`config.mk`:
```
export PLATFORM = sky130hd
export DESIGN_NAME = vga_fetch
export DESIGN_NICKNAME = d
export VERILOG_FILES = /design/src/rtl/vga_fetch_pkg.sv /design/src/rtl/vga_fetch_sync_fifo.sv /design/src/rtl/vga_fetch.sv
export SDC_FILE = /design/constraint.sdc
export NUM_CORES = 1
export LEC_CHECK = 0
export BUFFER_PORTS_ARGS = -buffer_cell sky130_fd_sc_hd__buf_2
export CAP_MARGIN = 30
export CORE_UTILIZATION = 54
export CTS_CLUSTER_DIAMETER = 200
export DETAILED_ROUTE_END_ITERATION = 8
export GPL_ROUTABILITY_DRIVEN = 1
export PLACE_DENSITY = 0.77
export SLEW_MARGIN = 10
export SYNTH_ARGS = -nofsm -noshare
export SYNTH_HDL_FRONTEND = slang
export SYNTH_HIERARCHICAL = 1
export SYNTH_SLANG_ARGS = --single-unit
```
`constraint.sdc`:
```
create_clock -name clock -period 5.6 [get_ports clock]
set_input_delay 0 -clock clock [delete_from_list [all_inputs] [get_ports clock]]
set_output_delay 0 -clock clock [all_outputs]
set_load 0.01 [all_outputs]
```
`src/rtl/vga_fetch_pkg.sv`:
```
// Shared constants for the display prefetch path.
// Holds the frame geometry and the arbiter read-queue length that the fetch
// stage defaults to, plus the default pixel width and prefetch depth.
package vga_fetch_pkg;

  // Displayed frame geometry.
  localparam int unsigned IMAGE_WIDTH        = 640;
  localparam int unsigned IMAGE_HEIGHT       = 480;

  // Arbiter read queue length; a read returns this many cycles after accept.
  localparam int unsigned ARB_READ_QUEUE_LEN = 3;

  // Default arbiter pixel width and prefetch buffer depth.
  localparam int unsigned DEF_PIXEL_WIDTH    = 24;
  localparam int unsigned DEF_FIFO_DEPTH     = 8;

endpackage

```
`src/rtl/vga_fetch_sync_fifo.sv`:
```
// Synchronous FIFO with registered pop data and a synchronous clear.
// Ports:
//   clock, reset         : clock, async active-high reset
//   clear_i              : drop all contents on the next edge
//   push_i / wdata_i     : write one entry
//   pop_i                : read one entry; data appears on rdata_o next cycle
//   rdata_o              : popped data, 0 in cycles after no pop
//   count_o              : current occupancy
module sync_fifo #(
  parameter int unsigned WIDTH = 24,
  parameter int unsigned DEPTH = 8
) (
  input  logic                         clock,
  input  logic                         reset,
  input  logic                         clear_i,
  input  logic                         push_i,
  input  logic                         pop_i,
  input  logic [WIDTH-1:0]             wdata_i,
  output logic [WIDTH-1:0]             rdata_o,
  output logic [$clog2(DEPTH+1)-1:0]   count_o
);

  localparam int unsigned AW = $clog2(DEPTH);
  localparam int unsigned CW = $clog2(DEPTH+1);

  logic [WIDTH-1:0] mem_q [DEPTH];
  logic [AW-1:0]    wr_ptr_q, wr_ptr_d;
  logic [AW-1:0]    rd_ptr_q, rd_ptr_d;
  logic [CW-1:0]    count_q, count_d;
  logic [WIDTH-1:0] rdata_q, rdata_d;

  // Storage array; no reset needed, occupancy tracking guards reads.
  always_ff @(posedge clock) begin
    if (push_i) mem_q[wr_ptr_q] <= wdata_i;
  end

  // Pointer/occupancy update; a pop coincident with clear still returns old data.
  always_comb begin
    wr_ptr_d = wr_ptr_q;
    rd_ptr_d = rd_ptr_q;
    count_d  = count_q;
    rdata_d  = pop_i ? mem_q[rd_ptr_q] : '0;
    if (push_i) wr_ptr_d = wr_ptr_q + AW'(1);
    if (pop_i)  rd_ptr_d = rd_ptr_q + AW'(1);
    case ({push_i, pop_i})
      2'b10:   count_d = count_q + CW'(1);
      2'b01:   count_d = count_q - CW'(1);
      default: count_d = count_q;
    endcase
    if (clear_i) begin
      wr_ptr_d = '0;
      rd_ptr_d = '0;
      count_d  = '0;
    end
  end

  always_ff @(posedge clock or posedge reset) begin
    if (reset) begin
      wr_ptr_q <= '0;
      rd_ptr_q <= '0;
      count_q  <= '0;
      rdata_q  <= '0;
    end else begin
      wr_ptr_q <= wr_ptr_d;
      rd_ptr_q <= rd_ptr_d;
      count_q  <= count_d;
      rdata_q  <= rdata_d;
    end
  end

  assign rdata_o = rdata_q;
  assign count_o = count_q;

  // The producer throttles itself, so a push into a full FIFO is a design bug.
  a_no_overflow: assert property (@(posedge clock) disable iff (reset)
    !(push_i && !pop_i && (count_q == CW'(DEPTH))));
  a_no_underrun: assert property (@(posedge clock) disable iff (reset)
    !(pop_i && (count_q == '0)));

endmodule

```
`src/rtl/vga_fetch.sv`:
```
// Display-side pixel prefetch between the SRAM arbiter and VGA timing.
// Issues sequential reads via vga_flag/done_vga, tracks the fixed read
// latency with a valid shift register, buffers returns in a FIFO and hands
// one pixel per pixel_req back with one cycle of latency.
// Ports:
//   clock, reset   : clock, async active-high reset
//   frame_flag     : start-of-frame pulse, flushes and restarts fetching
//   pixel_req      : display consumes one pixel this cycle
//   vga_flag       : read request to the arbiter (combinational)
//   done_vga       : arbiter accepted the request this cycle
//   vga_pixel      : read data returning from the arbiter
//   pix_out        : pixel to the display (registered)
//   pix_valid      : pix_out carries FIFO data (registered)
//   underflow      : sticky, pixel_req seen with an empty FIFO this frame
module vga_fetch
  import vga_fetch_pkg::*;
#(
  parameter int unsigned PIXEL_WIDTH  = DEF_PIXEL_WIDTH,
  parameter int unsigned FIFO_DEPTH   = DEF_FIFO_DEPTH,
  parameter int unsigned READ_LATENCY = ARB_READ_QUEUE_LEN,
  parameter int unsigned FRAME_PIXELS = IMAGE_WIDTH * IMAGE_HEIGHT
) (
  input  logic                   clock,
  input  logic                   reset,
  input  logic                   frame_flag,
  input  logic                   pixel_req,
  output logic                   vga_flag,
  input  logic                   done_vga,
  input  logic [PIXEL_WIDTH-1:0] vga_pixel,
  output logic [PIXEL_WIDTH-1:0] pix_out,
  output logic                   pix_valid,
  output logic                   underflow
);

  localparam int unsigned RCW = $clog2(FRAME_PIXELS + 1);
  localparam int unsigned CW  = $clog2(FIFO_DEPTH + 1);
  localparam int unsigned SW  = CW + 1;

  logic [RCW-1:0]          req_cnt_q, req_cnt_d;
  logic [CW-1:0]           inflight_q, inflight_d;
  logic [READ_LATENCY-1:0] ret_q, ret_d;
  logic                    pix_valid_q, pix_valid_d;
  logic                    underflow_q, underflow_d;
  logic [CW-1:0]           count;
  logic [SW-1:0]           level;
  logic                    flushing, accept, push, pop;

  // No request while reset or a frame restart is in progress.
  assign flushing = frame_flag | reset;
  // Buffered plus outstanding reads; one bit wider so the sum cannot wrap.
  assign level    = SW'(count) + SW'(inflight_q);
  assign vga_flag = !flushing && (req_cnt_q < RCW'(FRAME_PIXELS))
                    && (level < SW'(FIFO_DEPTH));
  assign accept   = vga_flag & done_vga;
  assign push     = ret_q[READ_LATENCY-1];
  assign pop      = pixel_req & (count != '0);

  // Counters, return tracking and status; frame_flag overrides everything.
  always_comb begin
    req_cnt_d   = req_cnt_q;
    inflight_d  = inflight_q;
    ret_d       = (ret_q << 1) | READ_LATENCY'(accept);
    pix_valid_d = pop;
    underflow_d = underflow_q;
    if (accept) req_cnt_d = req_cnt_q + RCW'(1);
    case ({accept, push})
      2'b10:   inflight_d = inflight_q + CW'(1);
      2'b01:   inflight_d = inflight_q - CW'(1);
      default: inflight_d = inflight_q;
    endcase
    if (pixel_req && (count == '0)) underflow_d = 1'b1;
    if (frame_flag) begin
      req_cnt_d   = '0;
      inflight_d  = '0;
      ret_d       = '0;
      underflow_d = 1'b0;
    end
  end

  always_ff @(posedge clock or posedge reset) begin
    if (reset) begin
      req_cnt_q   <= '0;
      inflight_q  <= '0;
      ret_q       <= '0;
      pix_valid_q <= 1'b0;
      underflow_q <= 1'b0;
    end else begin
      req_cnt_q   <= req_cnt_d;
      inflight_q  <= inflight_d;
      ret_q       <= ret_d;
      pix_valid_q <= pix_valid_d;
      underflow_q <= underflow_d;
    end
  end

  // Prefetch buffer; its registered pop data is the display pixel.
  sync_fifo #(
    .WIDTH (PIXEL_WIDTH),
    .DEPTH (FIFO_DEPTH)
  ) u_fifo (
    .clock   (clock),
    .reset   (reset),
    .clear_i (frame_flag),
    .push_i  (push),
    .pop_i   (pop),
    .wdata_i (vga_pixel),
    .rdata_o (pix_out),
    .count_o (count)
  );

  assign pix_valid = pix_valid_q;
  assign underflow = underflow_q;

endmodule

```
# --- Word level (Yosys, flattened, before mapping) ---
# Memories as Yosys holds them, arrays and structs flattened.
# Cells that the tools add are included.
word_totals:
  output_inout_bits: 27
  regBits: 62
  latchBits: 0
  inputBits: 29
  mem_bits_rw: 192
  romBits: 0
  mem_count: 1
memory_table:
  columns: ["name", "words", "width", "read_ports", "rd_clocked_by_memory_dff", "write_ports", "line", "text"]
  rows:
  - ["u_fifo.mem_q", 8, 24, 1, 0, 1, "vga_fetch_sync_fifo.sv:26", "logic [WIDTH-1:0] mem_q [DEPTH];"]
classes:
  n_lt_le_gt_ge: 2
  mux: 16
  n_reduce_logical: 12
  addsub: 8
  multipliers: 0
  n_div: 0
  shifts: 0
  bitwise_logic: 4
  eq_ne: 4
op_table:
  columns: ["op", "n"]
  rows:
  - ["two-way mux 19 bit", 2]
  - ["two-way mux 24 bit", 1]
  - ["adder 19 x 1 -> 19 bit, second input constant", 1]
  - ["< comparator 19 bit, second input constant", 1]
  - ["case mux 4 bit (2 select lines)", 2]
  - ["two-way mux 3 bit", 5]
  - ["adder 4 x 1 -> 4 bit, second input constant", 2]
  - ["two-way mux 4 bit", 2]
  - ["nonzero test 2 bit", 4]
  - ["subtractor 4 x 1 -> 4 bit, second input constant", 2]
  - ["adder 3 x 1 -> 3 bit, second input constant", 2]
  - ["nonzero test 3 bit", 2]
  - ["adder 4 x 4 -> 5 bit", 1]
  - ["< comparator 5 x 4 -> 1 bit, second input constant", 1]
  - ["== test 2 x 1 -> 1 bit, second input constant", 2]
  - ["== test 2 bit, second input constant", 2]
  - ["logical NOT 4 bit", 1]
  - ["two-way mux 1 bit", 4]
  - ["nonzero test 4 bit", 1]
  - ["logical AND 1 bit", 3]
  - ["OR 3 x 1 -> 3 bit", 1]
  - ["bitwise AND 1 bit", 2]
  - ["logical NOT 1 bit", 1]
  - ["OR 1 bit", 1]

# --- Logic depth before layout (Yosys ltp) ---
logic_depth:
  ltp_word: 8
  mapped_depth: 9

# --- By module ---
# The synthesis kept the hierarchy.
modules_own_cells:
  columns: ["module", "area_per_inst_um2", "cells_each", "n_inst"]
  rows:
  - ["sync_fifo", 8425.6, 380, 1]
  - ["vga_fetch", 1627.8, 157, 1]

# --- Worst setup path before layout ---
# OpenSTA, ideal clock, no wires.
synth_timing:
  path_type: "reg2reg"
  from: "reg ret_q[2]"
  to: "mem u_fifo.mem_q[0][0] (enable)"
  path_buffers: 1
  setup_slack_ns: 2.732
  setup_ns: 0.435
  t_arrival_ns: 2.433
  stages_incl_launch_ff: 4
  required_time_ns: 5.165
  path_cell_list: "dfrtp_1 > buf_2 > nand2b_1 > nor3_1"
synth_via:
  elab_chain_len: 2
synth_rtl:
  columns: ["element", "line", "text"]
  rows:
  - ["start: declaration", "vga_fetch.sv:41", "logic [READ_LATENCY-1:0] ret_q, ret_d;"]
  - ["start signal: assignment", "vga_fetch.sv:90", "ret_q <= ret_d;"]
  - ["two-way mux 1 bit", "vga_fetch_sync_fifo.sv:34", "if (push_i) mem_q[wr_ptr_q] <= wdata_i;"]
  - ["two-way mux 1 bit (not written as such)", "vga_fetch_sync_fifo.sv:34", null]
  - ["end: declaration", "vga_fetch_sync_fifo.sv:26", null]
# Every way passes these cells.

# --- Worst setup path in the final report ---
layout_timing:
  from: "reg u_fifo.count_q[1] (netlist: u_fifo/count_o[1])"
  to: "reg inflight_q[3]"
layout_via:
  elab_chain_len: 7
  elab_cells_between_ends: 9
layout_rtl:
  columns: ["element", "line", "text"]
  rows:
  - ["start: declaration", "vga_fetch_sync_fifo.sv:29", "logic [CW-1:0] count_q, count_d;"]
  - ["start signal: assignment", "vga_fetch_sync_fifo.sv:66", "count_q <= count_d;"]
  - ["adder 4 x 4 -> 5 bit (*)", "vga_fetch.sv:51", "assign level = SW'(count) + SW'(inflight_q);"]
  - ["< comparator 5 x 4 -> 1 bit (*)", "vga_fetch.sv:53", "&& (level < SW'(FIFO_DEPTH));"]
  - ["logical AND 1 bit (*)", "vga_fetch.sv:53", null]
  - ["bitwise AND 1 bit (*)", "vga_fetch.sv:54", "assign accept = vga_flag & done_vga;"]
  - ["== test 2 x 1 -> 1 bit / == test 2 bit (equally long branches)", "vga_fetch.sv:66", "case ({accept, push})"]
  - ["case mux 4 bit (2 select lines)", "vga_fetch.sv:66", null]
  - ["two-way mux 4 bit", "vga_fetch.sv:72", "if (frame_flag) begin"]
  - ["end signal: assignment", "vga_fetch.sv:89", "inflight_q <= inflight_d;"]
  - ["end: declaration", "vga_fetch.sv:40", "logic [CW-1:0] inflight_q, inflight_d;"]
# Mark *: on every way between the ends. The rest lies on a longest branch, timed or not.
# A chain may end at the register's enable or synchronous reset.

==> impl_metrics.env <==
export IMPL_drc=4
export IMPL_post_drt_wl_per_cell_um=22.1
export IMPL_final_max_slew_viol_count=0
export IMPL_drive_gt1_share_pct=28.1
export IMPL_clock_skew_ns=0.00961
export IMPL_crit_type="reg2reg"
export IMPL_swShare_pct=23.8
export IMPL_p_leak_nw=4.22
export IMPL_ys_seq_area_share_pct=72.8
export IMPL_cts_root_buf="clkbuf_16"
export IMPL_dr_total_vias=5182
export IMPL_synth_area_leader_cell="edfxtp_1"
export IMPL_dominantRegCellSynth="edfxtp_1"
export IMPL_p_int_w=0.00343
export IMPL_syn_to_final_growth_pct=16.8
export IMPL_rsz0062_at_grt="false"
export IMPL_postRouteAntennaNets=0
export IMPL_diodes=0
export IMPL_maxSlewHeadroom_pct=35.8
export IMPL_drt_total_wl_mm=19.4
export IMPL_clkSlewWorstSetupHoldPaths_ns=0.06
export IMPL_setup_viol=0
export IMPL_syn_num_nets=577
export IMPL_portBuffers=55
export IMPL_initial_core_util_pct=55.6
export IMPL_fp_dieArea_um2=19200
export IMPL_power_frac_clock_pct=37.5
export IMPL_track_usage_pct=20.9
export IMPL_dieWidth_um=138
export IMPL_syn_area_um2=10100
export IMPL_fmax_ghz=0.323
export IMPL_grt_use_met3_pct=3.05
export IMPL_synthCells=537
export IMPL_place_gp_congestion=0.797
export IMPL_cp_data_arrival_time_ns=3.50
export IMPL_final_nets=672
export IMPL_grt_pass1_vias=5607
export IMPL_min_period_ns=3.09
export IMPL_antenna_found_initial=0
export IMPL_overflow=0
export IMPL_ir_worst_vdd_mv=0.357
export IMPL_h_tree_depth=1
export IMPL_cp_max_fo=8
export IMPL_die_y_um=138
export IMPL_cts_sinks=254
export IMPL_cts_resized=0
export IMPL_tns_ns=0
export IMPL_n_fill_cell=1143
export IMPL_groute_layer_met2_usage_pct=37.4
export IMPL_seqPwrFrac_pct=47.9
export IMPL_clk_path_buf_depth=3
export IMPL_io_pins=56
export IMPL_multiInputGateArea_um2=2630
export IMPL_worst_pin_slew_ns=0.961
export IMPL_ys_types=60
export IMPL_ys_top_cells_by_area="edfxtp_1, dfrtp_1, mux4_2"
export IMPL_numCtsBuffers=25
export IMPL_first_iter_violations=414
export IMPL_synth_edf_count=192
export IMPL_layout_common_cells="edfxtp_1, dfrtp_1, buf_2, mux4_2, nor2_1"
export IMPL_row_count=49
export IMPL_hpwl_mm=10.6
export IMPL_synth_async_reset_ratio_pct=24.4
export IMPL_worstHoldPathType="in2async"
export IMPL_avgSynthCellArea_um2=18.7
export IMPL_dr_pass1_iters=6
export IMPL_power_density_nw_per_um2=383
export IMPL_grt_first_pass_wirelength_mm=30.8
export IMPL_failed_checks="DRC"
export IMPL_status="finished with violations"
export IMPL_crit_required_ns=6.00
export IMPL_yosys_warnings=6
export IMPL_grt_max_degree=51
export IMPL_via_per_inst=5.89
export IMPL_regArea_um2=7320
export IMPL_start_kind="flip-flop"
export IMPL_cap_viol_max_count=0
export IMPL_hold_viol_final=0
export IMPL_p_comb_share_pct=14.6
export IMPL_clock_latency_ns=0.52
export IMPL_placed_cell_area_um2=10600
export IMPL_netlist_area_leader_share_pct=57.3
export IMPL_coreArea_um2=18100
export IMPL_fin_util_pct=64.9
export IMPL_design_area_um2=11700
export IMPL_switchingPower_w=0.00107
export IMPL_layout_worst_path_cycle_share_pct=55.3
export IMPL_cts_tree="yes"
export IMPL_critPathCaptureType="flip-flop"
export IMPL_busiest_layer="met2"
export IMPL_layout_commonest_cell="edfxtp_1"
export IMPL_ys_seq_elements=254
export IMPL_holdWs_ns=0.0136
export IMPL_use_met1_pct=26.7
[cells in the mapped netlist (all sizes together), types with 8 or more instances]
cell type  instances
nand2b            11
dfrtp             62
a22o              24
nor2b              8
buf               14
mux4              48
xnor2             14
edfxtp           192
nor3               9
clkbuf             8
nand3             11
nor2              43
ha                10
nand2             12
[metal layers]
layer  part of all wire, %  wire length (µm)
met5                     0                 0
met4                   2.1               407
met3                   4.8               927
met2                    52             10200
met1                    41              7920
[layout make-up]
class / count / share of cell area, %
clock buffers: 31 / 5.78
multi-input cells: 254 / 22.4
inverters: 7 / 0.224
flip-flops and latches: 254 / 62.4
well taps: 229 / 2.44
repair buffers: 90 / 5.50
clock inverters: 15 / 1.29
[cells by family after synthesis]
group,after synthesis,share of synthesized area [%]
mux,60,12.0
simple gates,118,6.40
flops,254,72.8
compound gates,47,4.13
fa+ha+maj,11,1.44
xor+xnor,18,1.57
buf+inv,29,1.63
[power by group through the flow]
stage                     Sequential, W  Combinational [W]  Clock [W]
after floorplan                 0.00219           0.000486          0
after global placement          0.00226           0.000528          0
after detailed placement        0.00219           0.000642          0
after CTS                       0.00215           0.000661    0.00171
after global routing            0.00216           0.000709    0.00179
final                           0.00215           0.000655    0.00169
[worst max-delay path, stage by stage (launching register included)]
cell,delay [ns]
dfrtp_1,0.46
ha_1,0.31
a31oi_1,0.17
o22a_1,0.26
a21boi_1,0.44
ha_1,0.33
a21o_1,0.18
a21oi_1,0.21
mux2i_1,0.26
mux2_2,0.35
[repair_timing]
| item | CTS | global route |
|---|---|---|
| hold buffers | 27 | 0 |
| buffers inserted | 0 | 0 |
| endpoints found under the hold margin | 257 | 0 |
[sequential cells by signal (all words and copies together) (netlist names), 3 cells and up]
name and cells:
u_fifo/mem_q 192, u_fifo/rdata_o 24, req_cnt_q 19, inflight_q 4
u_fifo/count_o 4, ret_q 3, u_fifo/rd_ptr_q 3, u_fifo/wr_ptr_q 3
[worst paths after layout]
check	cells past startpoint	from	to	slack, ns
max in group asynchronous	4	reset	req_cnt_q[5]$_DFFE_PP0P_	4.99
worst max-delay path	9	u_fifo/count_o[1]$_DFFE_PP0P_	inflight_q[3]$_DFFE_PP0P_	2.51
worst min-delay path	3	reset	u_fifo/rdata_o[2]$_DFF_PP0_	0.01
min in group clock	2	frame_flag	req_cnt_q[9]$_DFFE_PP0P_	0.06
worst min register to register	1	ret_q[1]$_DFF_PP0_	ret_q[2]$_DFF_PP0_	0.47
worst max register to register	9	u_fifo/count_o[1]$_DFFE_PP0P_	inflight_q[3]$_DFFE_PP0P_	2.51
[metrics by stage]
stage	instances	setup WS (ns)	total power, W
final	880	2.51	0.00450
after global routing	880	2.35	0.00466
after CTS	879	2.48	0.00452
after detailed placement	806	2.60	0.00283
after global placement	804	2.73	0.00279
after floorplan	537	2.73	0.00267
(Power assumes the default switching activity.)
